--- src/rtl/bias_stream_ctrl_pkg.sv ---
// bias_stream_ctrl_pkg: coefficient width, sequencer states and per-layer bias ROM sizes.
package bias_stream_ctrl_pkg;
   localparam int COEFF_WIDTH = 16;
   localparam int CONV1_BIAS_SIZE = 16;
   localparam int CONV2_BIAS_SIZE = 32;
   localparam int CONV3_BIAS_SIZE = 64;
   typedef enum logic [1:0] {ST_IDLE, ST_RUN, ST_DRAIN, ST_DONE} state_t;
   function automatic int addr_bits(input int n);
      return (n > 1) ? $clog2(n) : 1;
   endfunction
endpackage

--- src/rtl/bias_skid_fifo.sv ---
// bias_skid_fifo: two-entry FIFO that holds ROM words while the downstream port is stalled.
module bias_skid_fifo
   import bias_stream_ctrl_pkg::*;
#(
   parameter int W = COEFF_WIDTH
) (
   input  logic         clk,
   input  logic         rst_n,
   input  logic         push,
   input  logic [W-1:0] din,
   input  logic         pop,
   output logic [W-1:0] head,
   output logic [1:0]   count,
   output logic         not_empty
);
   logic [W-1:0] mem_q [2];
   logic [W-1:0] mem_d [2];
   logic wr_q, wr_d, rd_q, rd_d;
   logic [1:0] count_q, count_d;
   always_comb begin
      mem_d = mem_q;
      mem_d[wr_q] = push ? din : mem_q[wr_q];
      wr_d = wr_q ^ push;
      rd_d = rd_q ^ pop;
      count_d = count_q + 2'(push) - 2'(pop);
   end
   always_ff @(posedge clk or negedge rst_n)
      if (!rst_n) begin
         mem_q <= '{default: '0};
         wr_q <= 1'b0;
         rd_q <= 1'b0;
         count_q <= 2'd0;
      end else begin
         mem_q <= mem_d;
         wr_q <= wr_d;
         rd_q <= rd_d;
         count_q <= count_d;
      end
   assign head = mem_q[rd_q];
   assign count = count_q;
   assign not_empty = count_q != 2'd0;
endmodule

--- src/rtl/bias_stream_ctrl.sv ---
// bias_stream_ctrl: streams the bias ROM cfg_repeat times into a FIFO port, credit-limited so no word is dropped.
module bias_stream_ctrl
   import bias_stream_ctrl_pkg::*;
#(
   parameter int MEM_SIZE = 16,
   parameter int DATA_WIDTH = COEFF_WIDTH,
   parameter int REPEAT_WIDTH = 16,
   localparam int ADDR_WIDTH = addr_bits(MEM_SIZE)
) (
   input  logic                    ap_clk,
   input  logic                    ap_rst_n,
   input  logic                    ap_start,
   output logic                    ap_idle,
   output logic                    ap_done,
   input  logic [REPEAT_WIDTH-1:0] cfg_repeat,
   output logic [ADDR_WIDTH-1:0]   bias_address,
   output logic                    bias_ce,
   input  logic [DATA_WIDTH-1:0]   bias_q,
   output logic [DATA_WIDTH-1:0]   output_V_din,
   input  logic                    output_V_full_n,
   output logic                    output_V_write
);
   state_t state_q, state_d;
   logic [ADDR_WIDTH-1:0] addr_q, addr_d;
   logic [REPEAT_WIDTH-1:0] pass_q, pass_d, rep_q, rep_d;
   logic inflight_q, inflight_d;
   logic [1:0] count;
   logic not_empty, pop, credit, addr_end, last;
   assign pop = not_empty && output_V_full_n;
   // a read may issue only if the word it returns is guaranteed a free slot
   assign credit = ({1'b0, count} + 3'(inflight_q)) < (3'd2 + 3'(pop));
   assign addr_end = addr_q == ADDR_WIDTH'(MEM_SIZE - 1);
   assign last = addr_end && pass_q == rep_q - REPEAT_WIDTH'(1);
   always_comb begin
      state_d = state_q;
      addr_d = addr_q;
      pass_d = pass_q;
      rep_d = rep_q;
      bias_ce = 1'b0;
      ap_done = 1'b0;
      case (state_q)
         ST_IDLE: if (ap_start) begin
            rep_d = cfg_repeat;
            addr_d = '0;
            pass_d = '0;
            state_d = (cfg_repeat == '0) ? ST_DONE : ST_RUN;
         end
         ST_RUN: begin
            bias_ce = credit;
            addr_d = credit ? (addr_end ? '0 : addr_q + ADDR_WIDTH'(1)) : addr_q;
            pass_d = (credit && addr_end) ? pass_q + REPEAT_WIDTH'(1) : pass_q;
            state_d = (credit && last) ? ST_DRAIN : ST_RUN;
         end
         ST_DRAIN: state_d = (count == 2'(pop) && !inflight_q) ? ST_DONE : ST_DRAIN;
         default: begin
            ap_done = 1'b1;
            state_d = ST_IDLE;
         end
      endcase
   end
   assign inflight_d = bias_ce;
   always_ff @(posedge ap_clk or negedge ap_rst_n)
      if (!ap_rst_n) begin
         state_q <= ST_IDLE;
         addr_q <= '0;
         pass_q <= '0;
         rep_q <= '0;
         inflight_q <= 1'b0;
      end else begin
         state_q <= state_d;
         addr_q <= addr_d;
         pass_q <= pass_d;
         rep_q <= rep_d;
         inflight_q <= inflight_d;
      end
   bias_skid_fifo #(.W(DATA_WIDTH)) u_fifo (
      .clk       (ap_clk),
      .rst_n     (ap_rst_n),
      .push      (inflight_q),
      .din       (bias_q),
      .pop       (pop),
      .head      (output_V_din),
      .count     (count),
      .not_empty (not_empty)
   );
   assign ap_idle = state_q == ST_IDLE;
   assign bias_address = addr_q;
   assign output_V_write = pop;
endmodule

--- config.mk ---
export PLATFORM = sky130hd
export DESIGN_NAME = bias_stream_ctrl
export DESIGN_NICKNAME = d
export VERILOG_FILES = /design/src/rtl/bias_stream_ctrl_pkg.sv /design/src/rtl/bias_skid_fifo.sv /design/src/rtl/bias_stream_ctrl.sv
export SDC_FILE = /design/constraint.sdc
export NUM_CORES = 1
export LEC_CHECK = 0
export CAP_MARGIN = 30
export CORE_ASPECT_RATIO = 0.6
export CORE_MARGIN = 2
export CORE_UTILIZATION = 43
export CTS_BUF_LIST = sky130_fd_sc_hd__clkbuf_2 sky130_fd_sc_hd__clkbuf_4 sky130_fd_sc_hd__clkbuf_8
export CTS_CLUSTER_SIZE = 24
export DETAILED_ROUTE_END_ITERATION = 10
export GPL_ROUTABILITY_DRIVEN = 1
export MAX_ROUTING_LAYER = met4
export PLACE_DENSITY = 0.68
export SLEW_MARGIN = 20
export SYNTH_ARGS = -nofsm -noshare
export SYNTH_HDL_FRONTEND = slang
export SYNTH_HIERARCHICAL = 1
export SYNTH_SLANG_ARGS = --single-unit
--- constraint.sdc ---
create_clock -name ap_clk -period 2.6 [get_ports ap_clk]
set_clock_uncertainty 0.2 [all_clocks]
set_input_delay 0.52 -clock ap_clk [delete_from_list [all_inputs] [get_ports ap_clk]]
set_output_delay 0.52 -clock ap_clk [all_outputs]
set_load 0.05 [all_outputs]
Word-level counts from Yosys, hierarchy flattened

Index checks and enable logic that the tools add are counted.

Register bits after elaboration: 75
Bits of input ports: 36
Output and inout port bits: 24
Word-level logic and storage cells: 72

$add $sub $neg: 7
Order comparisons: 4
Equality and inequality tests: 8
Muxes and demuxes: 24
Bitwise logic cells: 4
Reductions and logical operators: 15

Operators with widths:

| cell                                                     | count |
|---|---|
| 2-to-1 mux 16 bit                                        | 10 |
| bitwise mux 32 bit                                       | 1 |
| case mux 16 bit (2 select lines)                         | 1 |
| adder 16 x 1 -> 16 bit, second input constant            | 1 |
| demux 16 bit (select 1 bit)                              | 1 |
| equality test 16 bit                                     | 1 |
| logical NOT 16 bit                                       | 1 |
| subtractor 16 x 1 -> 16 bit, second input constant       | 1 |
| 2-to-1 mux 4 bit                                         | 3 |
| case mux 4 bit (2 select lines)                          | 1 |
| logical AND 1 bit                                        | 6 |
| 2-to-1 mux 2 bit                                         | 3 |
| != test 2 bit, second input constant                     | 3 |
| case mux 2 bit (3 select lines)                          | 1 |
| AND reduction 3 bit                                      | 2 |
| adder 4 x 1 -> 4 bit, second input constant              | 1 |
| equality test 4 bit, second input constant               | 1 |
| greater-or-equal comparator 2 bit, second input constant | 2 |
| inverter 1 -> 2 bit                                      | 2 |
| nonzero test 2 bit                                       | 2 |
| adder 2 x 1 -> 3 bit                                     | 1 |
| adder 2 x 1 -> 3 bit, first input constant               | 1 |
| < comparator 3 bit                                       | 1 |
| 2-to-1 mux 1 bit                                         | 3 |
| other kinds (11)                                         | 12 |

Longest topological paths before layout

Gate-level depths: netlist (run 1).

Depth after elaboration: 7
Depth in mapped cells: 9

Modules after synthesis

The synthesis (run 1) kept the hierarchy.

Modules (own cells, without submodules):

| module           | times used | cells each | area an instance (µm²) |
|---|---|---|---|
| bias_stream_ctrl | 1          | 256        | 2432.3 |
| bias_skid_fifo   | 1          | 100        | 1617.8 |

Worst setup path after synthesis (run 1)

No wires, ideal clock.

Path type: register -> register
Start: reg rep_q[0]
End: reg state_q[0]
Library setup time: 0.119 ns
Arrival: 2.558 ns
Data required time: 2.281 ns
Setup slack: -0.277 ns
Stages on the path, launching flop included: 10
Cells stage by stage: dfrtp_1 inv_1 ha_1 or4b_1 buf_2 or4_1 nand4_1 o21ai_1 or4_4 o21a_1

Cells in the longest elaborated chain, start to end: 6

Ends and longest elaborated chain:

| what                            | line                   | text |
|---|---|---|
| start, declared                 | bias_stream_ctrl.sv:25 | `logic [REPEAT_WIDTH-1:0] pass_q, pass_d, rep_q, rep_d;` |
| start signal, assigned          | bias_stream_ctrl.sv:73 | `rep_q <= rep_d;` |
| subtractor 16 x 1 -> 16 bit     | bias_stream_ctrl.sv:33 | `assign last = addr_end && pass_q == rep_q - REPEAT_WIDTH'(1);` |
| equality test 16 bit            | bias_stream_ctrl.sv:33 |  |
| logical AND 1 bit               | bias_stream_ctrl.sv:33 |  |
| logical AND 1 bit               | bias_stream_ctrl.sv:52 | `state_d = (credit && last) ? ST_DRAIN : ST_RUN;` |
| 2-to-1 mux 2 bit                | bias_stream_ctrl.sv:52 |  |
| case mux 2 bit (3 select lines) | bias_stream_ctrl.sv:41 | `case (state_q)` |
| end signal, assigned            | bias_stream_ctrl.sv:70 | `state_q <= state_d;` |
| end, declared                   | bias_stream_ctrl.sv:23 | `state_t state_q, state_d;` |

No other way between the ends.
A chain may end at the register's enable or synchronous reset.

Worst setup path after layout (run 1)

Start: reg rep_q[1]
End: reg state_q[0]

The elaborated chain is that of the path after synthesis.

==> metrics.txt, run 1 <==
status finished with violations; failing checks setup timing; vias in the first global route 3176; Initial DRC Count 215; CP max stage delay 0.53 ns; routability cong. 0.8155; via count 3074; # diodes 0; Site Rows 27; fin util 0.5819; Worst Setup End Kind flop; CP top delay family simple AND/OR/NAND/NOR gates; worst skew pair latency 0.36 ns; Worst VDD drop 0.6448 mV; Final Max Slew Viols 0; slew of the pin with the lowest slew margin 0.8336 ns; CP Depth 8; FF/Latch Area 1878 sq um; crit-path most repeated cell or4_4; crit path launch type flop; drt drc 0; final count of hold timing violations 0; largest family of logic cells by synthesized area multiplexers; share of post-route cells with drive strength above 1 0.3804; MaxCap Viol Count 0; setup ws final -0.1844 ns; IO buf count 59; hpwl dp 7.116 mm; Starting Density 0.4424; vias per std cell 5.210; Core Region 9155 sq um; post-synthesis average cell area 11.38 sq um; Netlist cell types 54; cell depth of the worst flop-to-flop path 8; Tmin final 2.784 ns; worst path cell trace inv_2 -> ha_4 -> or4b_4 -> or4_4 -> nand4_1 -> o21ai_2 -> or4_4 -> o21a_1; critical path arrival 2.84 ns; area leader, netlist dfrtp_1; final WL 9.828 mm; GR Overflow Total 0; cts hold-fix bufs 0; clk slew on worst S/H paths 0.08 ns; First-pass DRT Iterations 4; synth top area cells dfrtp_1 (46%), mux2_2 (14%), xnor2_1 (4.8%); Synth Area in Simple Gates 0.1616; commonest cells in the synthesized netlist dfrtp_1 (75), mux2_2 (50), nor2_1 (22), xnor2_1 (22), nand2_1 (17); htree depth 3; antenna violations before repair 0; clock sink total 75; top-count cell post-synth dfrtp_1; sequential share of the synthesized area 0.4634; first-pass GRT wire length 16.11 mm; Die Area 10240 sq um; Max Clock Freq 359.1 MHz; final setup vio count 3; Cell Pwr Density 1163 nW/um^2; RSZ-0062 raised after global routing true; crit path max fanout 4; Synth Area in Adders 0.02162; placed inst area 4984 sq um; root buf cell clkbuf_8; post-synthesis mux area share 0.1841; CP max stage cell or4_4; Synth Register Bits 75; Slew HR 0.4443; Post-synth EDFFs 0; Max Root-Sink Buffers 2; final worst-path cycle share 1.071; Die H 79.18 um; post-synthesis compound-gate area fraction 0.05715; Post-synth ARST share 1.000; DR WL/cell 16.66 um; Syn Inst Count 356; fin nets 498; Tightest Hold Check Type input port to asynchronous set/reset pin; Synth Flop Type dfrtp_1; Syn. warnings 6; Layout Area Growth over Synthesis 31.54%; worst path required time 2.66 ns; Synth Area in XOR/XNOR 0.08001; DIE WIDTH 129.3 um; Post-Syn Nets 399; finished layout cell area 5328 sq um; CP Class flop to flop; multi-input combinational cell area 2152 sq um; Fin Setup TNS -0.3513 ns; Mapped Area 4050 sq um; fill count 766; CTS tree done; largest net degree at the start of global routing 66; GRT Overall Usage 0.2111; TritonCTS Buffers 9; Post-DRT Antenna Nets 0; top-area cell type share of the netlist area 0.4634; critical path buffer and inverter count 1; Leak 2.281 nW; io pins 60
[per-stage QoR]
stage / hold slack [ns] / power [mW] / std cells / worst slack, ns
floorplan: 0.02441 / 4.169 / 356 / -0.1355
CTS: 0.08506 / 6.182 / 586 / -0.1449
finish: 0.05671 / 6.198 / 590 / -0.1844
global route: 0.1263 / 6.551 / 590 / -0.2487
detailed placement: 0.2901 / 5.209 / 565 / -0.4926
global placement: 0.2687 / 5.096 / 565 / -0.3820
[kinds of logic (layout without fill, tap and decap cells)]
group	after synthesis	in the layout
flops	75	75
compound gates	35	35
xor+xnor	37	37
fa+ha+maj	7	7
simple gates	114	114
buf+inv	25	129
mux	63	63
[sequential cells by signal, indices dropped and copies added, names as in the netlist]
register and count:
pass_q 16, state_q 2, u_fifo/mem_q 32, rep_q 16, inflight_q 1, u_fifo/wr_q 1
bias_address 4, u_fifo/rd_q 1, u_fifo/count 2
[layout make-up]
type	instances	share of cell area
Sequential cell	75	0.3525
Timing Repair Buffer	105	0.1710
Multi-Input combinational cell	256	0.4039
Clock buffer	13	0.03241
Clock inverter	3	0.003992
Tap cell	130	0.03053
Inverter	8	0.005636
[final timing paths]
check                                      start               end  slack (ns)
worst max-delay path                    rep_q[1]        state_q[0]       -0.18
worst min-delay path                    ap_rst_n        pass_q[14]        0.06
worst max register to register          rep_q[1]        state_q[0]       -0.18
worst min register to register  u_fifo/mem_q[15]  u_fifo/mem_q[15]        0.31
max in group asynchronous               ap_rst_n   u_fifo/mem_q[0]        1.51
min in group ap_clk             u_fifo/mem_q[15]  u_fifo/mem_q[15]        0.31
[layout by cell type (no fill, tap or decap), types with 2 or more instances in the layout]
master           count
nand2_1             17
or3_1                3
nand3b_1             3
xnor2_1             22
clkbuf_8            12
o21ai_0              9
a21oi_2              3
or2_2                3
or4_4                3
and3_1               2
buf_4               64
o31ai_1              2
clkdlybuf4s50_1     39
nand4_1              7
nor2_1              21
a211oi_2             2
dfrtp_1             74
and2_1               4
mux2_1               2
nand3_1             11
o21a_1               2
nor4_1               6
inv_2                2
a211oi_1             4
xor2_1              15
inv_1                6
buf_12               2
ha_1                 5
ha_4                 2
nand2b_1             2
nor3_1               7
or4_1                3
mux2_4              10
mux2_2              50
a21oi_1              4
nor3b_1              4
[what timing repair did]
item | in CTS | in global routing
resized for setup | 7 | 10
gates cloned | 0 | 0
endpoints found under the hold margin | 0 | 0
setup endpoints to repair | 4 | 16
setup buffers | 5 | 5
pin swaps | 3 | 12
[power by group]
group / leakage (nW) / switching, mW / total, mW / internal (mW)
combinational: 1.28 / 1.87 / 3.43 / 1.56
clock: 0.0991 / 0.433 / 0.869 / 0.436
sequential: 0.905 / 0.319 / 1.90 / 1.58
total: 2.28 / 2.62 / 6.20 / 3.58
[routing by layer]
metal  part of all wire  global-route usage  up-vias
li1                   -                   -     1471
met1               0.50              0.3099     1526
met2               0.44              0.2953       71
met3              0.054             0.05121        6
met4             0.0056             0.04565        0
met5                  0                   -        -
(Power assumes the default switching activity.)
==> run 2, diff against run 1 <==
--- a/config.mk
+++ b/config.mk
@@ -13,7 +13,6 @@
 export CTS_CLUSTER_SIZE = 24
 export DETAILED_ROUTE_END_ITERATION = 10
 export GPL_ROUTABILITY_DRIVEN = 1
-export MAX_ROUTING_LAYER = met4
 export PLACE_DENSITY = 0.68
 export SLEW_MARGIN = 20
 export SYNTH_ARGS = -nofsm -noshare
==> metrics.txt, run 2 (synthesis results as in run 1) <==
clock sink total 75; Starting Density 0.4424; Max Root-Sink Buffers 2; CTS tree done; hpwl dp 7.116 mm; Worst Setup End Kind flop; status finished with violations; final worst-path cycle share 1.071; total power 6.197 mW; Tmin final 2.786 ns; Slew HR 0.4534; final WL 9.761 mm; Largest Register u_fifo/mem_q; io pins 60; Largest regs u_fifo/mem_q: 32 flops, pass_q: 16 flops, rep_q: 16 flops; first-pass GRT wire length 16.10 mm; worst path required time 2.66 ns; Final Max Slew Viols 0; drt drc 0; CP max stage cell or4_4; WHS 0.04909 ns; slew of the pin with the lowest slew margin 0.8200 ns; CP max stage delay 0.53 ns; Post-DRT Antenna Nets 0; worst path cell trace inv_2 -> ha_4 -> or4b_4 -> or4_4 -> nand4_1 -> o21ai_2 -> or4_4 -> o21a_1; crit-path most repeated cell or4_4; most common cell after layout, fill and taps aside dfrtp_1; # diodes 0; Cell Pwr Density 1163 nW/um^2; Fin Setup TNS -0.3522 ns; Worst VDD drop 0.6440 mV; Initial DRC Count 224; htree depth 3; IO buf count 59; DR WL/cell 16.54 um; Die H 79.18 um; cts hold-fix bufs 0; antenna violations before repair 0; GRT Overall Usage 0.2051; Site Rows 27; root buf cell clkbuf_8; routability cong. 0.8038; clk slew on worst S/H paths 0.08 ns; crit path launch type flop; First-pass DRT Iterations 4; crit path max fanout 4; largest net degree at the start of global routing 66; most frequent cells in the layout dfrtp_1 (74), buf_4 (64), mux2_2 (50); Layout Area Growth over Synthesis 31.54%; Leak 2.281 nW; critical path arrival 2.84 ns; vias in the first global route 3177; worst skew pair latency 0.36 ns; failing checks setup timing; DIE WIDTH 129.3 um; setup ws final -0.1858 ns; RSZ-0062 raised after global routing true; final count of hold timing violations 0; share of post-route cells with drive strength above 1 0.3804; fin nets 498; vias per std cell 5.222; CP Class flop to flop; Core Region 9155 sq um; final setup vio count 2; max reg flops 32; Non-Filler Instances 590; MaxCap Viol Count 0; Die Area 10240 sq um; cell depth of the worst flop-to-flop path 8; Max Clock Freq 359.0 MHz; GR Overflow Total 0; Tightest Hold Check Type input port to asynchronous set/reset pin; pre-CTS WS -0.4926 ns; via count 3081; dpl cells 565; TritonCTS Buffers 9
## run 2: cell counts in the layout (fill, tap and decap cells not counted)
Identical to the previous run, type by type.
## run 2: final timing paths
check	start	end	slack [ns]
setup / recovery	rep_q[1]	state_q[0]	-0.19
hold / removal	ap_rst_n	pass_q[14]	0.05
setup reg to reg	rep_q[1]	state_q[0]	-0.19
hold reg to reg	u_fifo/mem_q[15]	u_fifo/mem_q[15]	0.31
max in group asynchronous	ap_rst_n	u_fifo/mem_q[0]	1.52
min in group ap_clk	u_fifo/mem_q[15]	u_fifo/mem_q[15]	0.31
## run 2: layer usage
metal	share of wire	track usage	wire length [um]
met1	0.50	0.3099	4900
met2	0.43	0.2937	4190
met3	0.059	0.05256	575
met4	0.0097	0.04565	95
met5	0	0	0
## run 2: layout make-up
cell class	instances	area, sq um
flip-flops and latches	75	1878
fillers	766	3827
clock buffers	13	172.7
well taps	130	162.7
multi-input cells	256	2152
clock inverters	3	21.27
repair buffers	105	910.9
inverters	8	30.03
## run 2: worst max-delay path: cells and delay by family (launching register included)
kind / cells / cell delay, ns
AO/OA/AOI/OAI: 2 / 0.28
adder cells (fa/ha/maj): 1 / 0.13
buffers and inverters: 1 / 0.09
flip-flops: 1 / 0.41
AND/OR/NAND/NOR: 4 / 1.57
## run 2: repair_timing
action	4_1_cts	5_1_grt
gates cloned	0	0
setup buffers	5	5
resized for setup	7	10
pin swaps	3	12
setup endpoints to repair	4	16
## run 2: per-stage QoR
stage                     area (sq um)  utilization
after floorplan                   4081            -
final                             5328       0.5819
after global placement            4984       0.5443
after global routing              5328       0.5819
after detailed placement          4984       0.5443
after CTS                         5244       0.5728
## run 2: power by group
part	total, mW	switching (mW)	leakage, nW	internal [mW]
combinational	3.43	1.87	1.28	1.56
sequential	1.90	0.318	0.905	1.58
clock	0.868	0.432	0.0991	0.436
total	6.20	2.62	2.28	3.58
==> run 3, diff against run 2 <==
--- a/config.mk
+++ b/config.mk
@@ -13,7 +13,8 @@
 export CTS_CLUSTER_SIZE = 24
 export DETAILED_ROUTE_END_ITERATION = 10
 export GPL_ROUTABILITY_DRIVEN = 1
-export PLACE_DENSITY = 0.68
+export GPL_TIMING_DRIVEN = 0
+export PLACE_DENSITY = 0.66
 export SLEW_MARGIN = 20
 export SYNTH_ARGS = -nofsm -noshare
 export SYNTH_HDL_FRONTEND = slang
==> constraint.sdc (replaced) <==
create_clock -name ap_clk -period 3.5 [get_ports ap_clk]
set_clock_uncertainty 0.2 [all_clocks]
set_input_delay 0.7 -clock ap_clk [delete_from_list [all_inputs] [get_ports ap_clk]]
set_output_delay 0.7 -clock ap_clk [all_outputs]
set_load 0.05 [all_outputs]
==> metrics.txt, run 3 (synthesis results as in run 1) <==
status completed; root buf cell clkbuf_8; Cell Pwr Density 872.3 nW/um^2; CTS tree done; via count 2926; worst skew pair latency 0.36 ns; Die H 79.18 um; fill count 807; Layout Area Growth over Synthesis 24.07%; slew of the pin with the lowest slew margin 0.8225 ns; io pins 60; Core Region 9155 sq um; fin nets 470; finished layout cell area 5025 sq um; First-pass DRT Iterations 4; Largest Register u_fifo/mem_q; share of post-route cells with drive strength above 1 0.2245; Post-CTS Repair Setup Buffers 0; antenna violations before repair 0; Worst Setup End Kind output port; max reg flops 32; Largest regs u_fifo/mem_q: 32 flops, pass_q: 16 flops, rep_q: 16 flops; final WL 9.169 mm; largest net degree at the start of global routing 50; crit path max fanout 6; placed inst area 4828 sq um; Tightest Hold Check Type input port to asynchronous set/reset pin; Die Area 10240 sq um; Leak 2.056 nW; DIE WIDTH 129.3 um; vias per std cell 5.206; worst path required time 2.60 ns; # diodes 0; final setup vio count 0; MaxCap Viol Count 0; routability cong. 0.8189; Slew HR 0.4466; Site Rows 27; CP Class flop to output port; Max Clock Freq 304.3 MHz; GR Overflow Total 0; GRT Overall Usage 0.1933; Worst VDD drop 0.4748 mV; crit path launch type flop; Starting Density 0.4424; final count of hold timing violations 0; Post-DRT Antenna Nets 0; DR WL/cell 16.31 um; first-pass GRT wire length 15.08 mm; final worst-path cycle share 0.9390; most common cell after layout, fill and taps aside dfrtp_1; most frequent cells in the layout dfrtp_1 (75), clkdlybuf4s50_1 (57), mux2_2 (50); Tmin final 3.286 ns; IO buf count 59; vias in the first global route 2916; clock sink total 75; Initial DRC Count 152; RSZ-0062 raised after global routing false; hpwl dp 6.772 mm; Final Max Slew Viols 0; WHS 0.05434 ns; Max Root-Sink Buffers 2; critical path arrival 2.39 ns; drt drc 0; TritonCTS Buffers 9; clk slew on worst S/H paths 0.08 ns; htree depth 3
run 3: changes by cell type in the layout (fill, tap and decap cells not counted), moves of 3 or more:
| cell | previous run | this run |
|---|---|---|
| buf_2 | 0 | 4 |
| a21oi_2 | 3 | 0 |
| clkdlybuf4s50_1 | 39 | 57 |
| clkbuf_1 | 0 | 7 |
| buf_1 | 0 | 3 |
| clkbuf_8 | 12 | 9 |
| buf_4 | 64 | 1 |
| a21oi_1 | 4 | 7 |
run 3: cell type report:
class	instances	area (sq um)	area share
buffer	17	100.1	0.01992
timing repair buffer	60	614.3	0.1223
tap	130	162.7	0.03237
clock buffer	10	131.4	0.02615
multi-input combinational	256	2043	0.4066
sequential	75	1877	0.3735
inverter	8	30.03	0.005976
clock inverter	6	66.31	0.01320
run 3: metal layers:
layer  vias to the layer above  global-route usage  routed length, um
met5                         -                   0                  0
met1                      1435              0.2886               4803
met4                         0             0.04348                 52
li1                       1422                   -                  -
met3                         4             0.06402                584
met2                        65              0.2689               3728
run 3: repair_timing:
| item | CTS | global route |
|---|---|---|
| resized for setup | 1 | 0 |
| setup endpoints to repair | 1 | 0 |
| hold endpoints to repair | 0 | 0 |
| hold buffers | 0 | 0 |
run 3: per-stage QoR:
stage / power [mW] / std cells / util / TNS [ns] / worst slack, ns
2_1_floorplan: 3.089 / 356 / - / 0 / 0.6227
3_3_place_gp: 3.691 / 545 / 0.5247 / -86.31 / -1.157
3_5_place_dp: 3.746 / 546 / 0.5274 / -0.008415 / -0.008415
4_1_cts: 4.425 / 562 / 0.5489 / 0 / 0.1784
5_1_grt: 4.651 / 562 / 0.5489 / 0 / 0.07539
6_report: 4.383 / 562 / 0.5489 / 0 / 0.2137
run 3: report_power, final:
| part | internal, mW | switching (mW) |
|---|---|---|
| logic | 1.03 | 1.28 |
| registers | 1.17 | 0.237 |
| clock network | 0.337 | 0.335 |
| total | 2.54 | 1.85 |
run 3: path summary, 6_finish.rpt:
kind,from,to,slack (ns),depth (start not counted)
hold reg to reg,u_fifo/mem_q[5],u_fifo/mem_q[5],0.30,1
max in group asynchronous,ap_rst_n,u_fifo/mem_q[22],2.48,2
min in group ap_clk,u_fifo/mem_q[5],u_fifo/mem_q[5],0.30,1
setup reg to reg,rep_q[0],state_q[0],0.42,9
setup / recovery,inflight_q,bias_ce,0.21,5
hold / removal,ap_rst_n,pass_q[6],0.05,1
run 3: worst max-delay path: stages, from the launching register on:
cell and delay [ns]:
dfrtp_1 0.47, ha_1 0.25, ha_1 0.28, a21oi_1 0.23
and2_1 0.23, dlygate4sd2_1 0.56
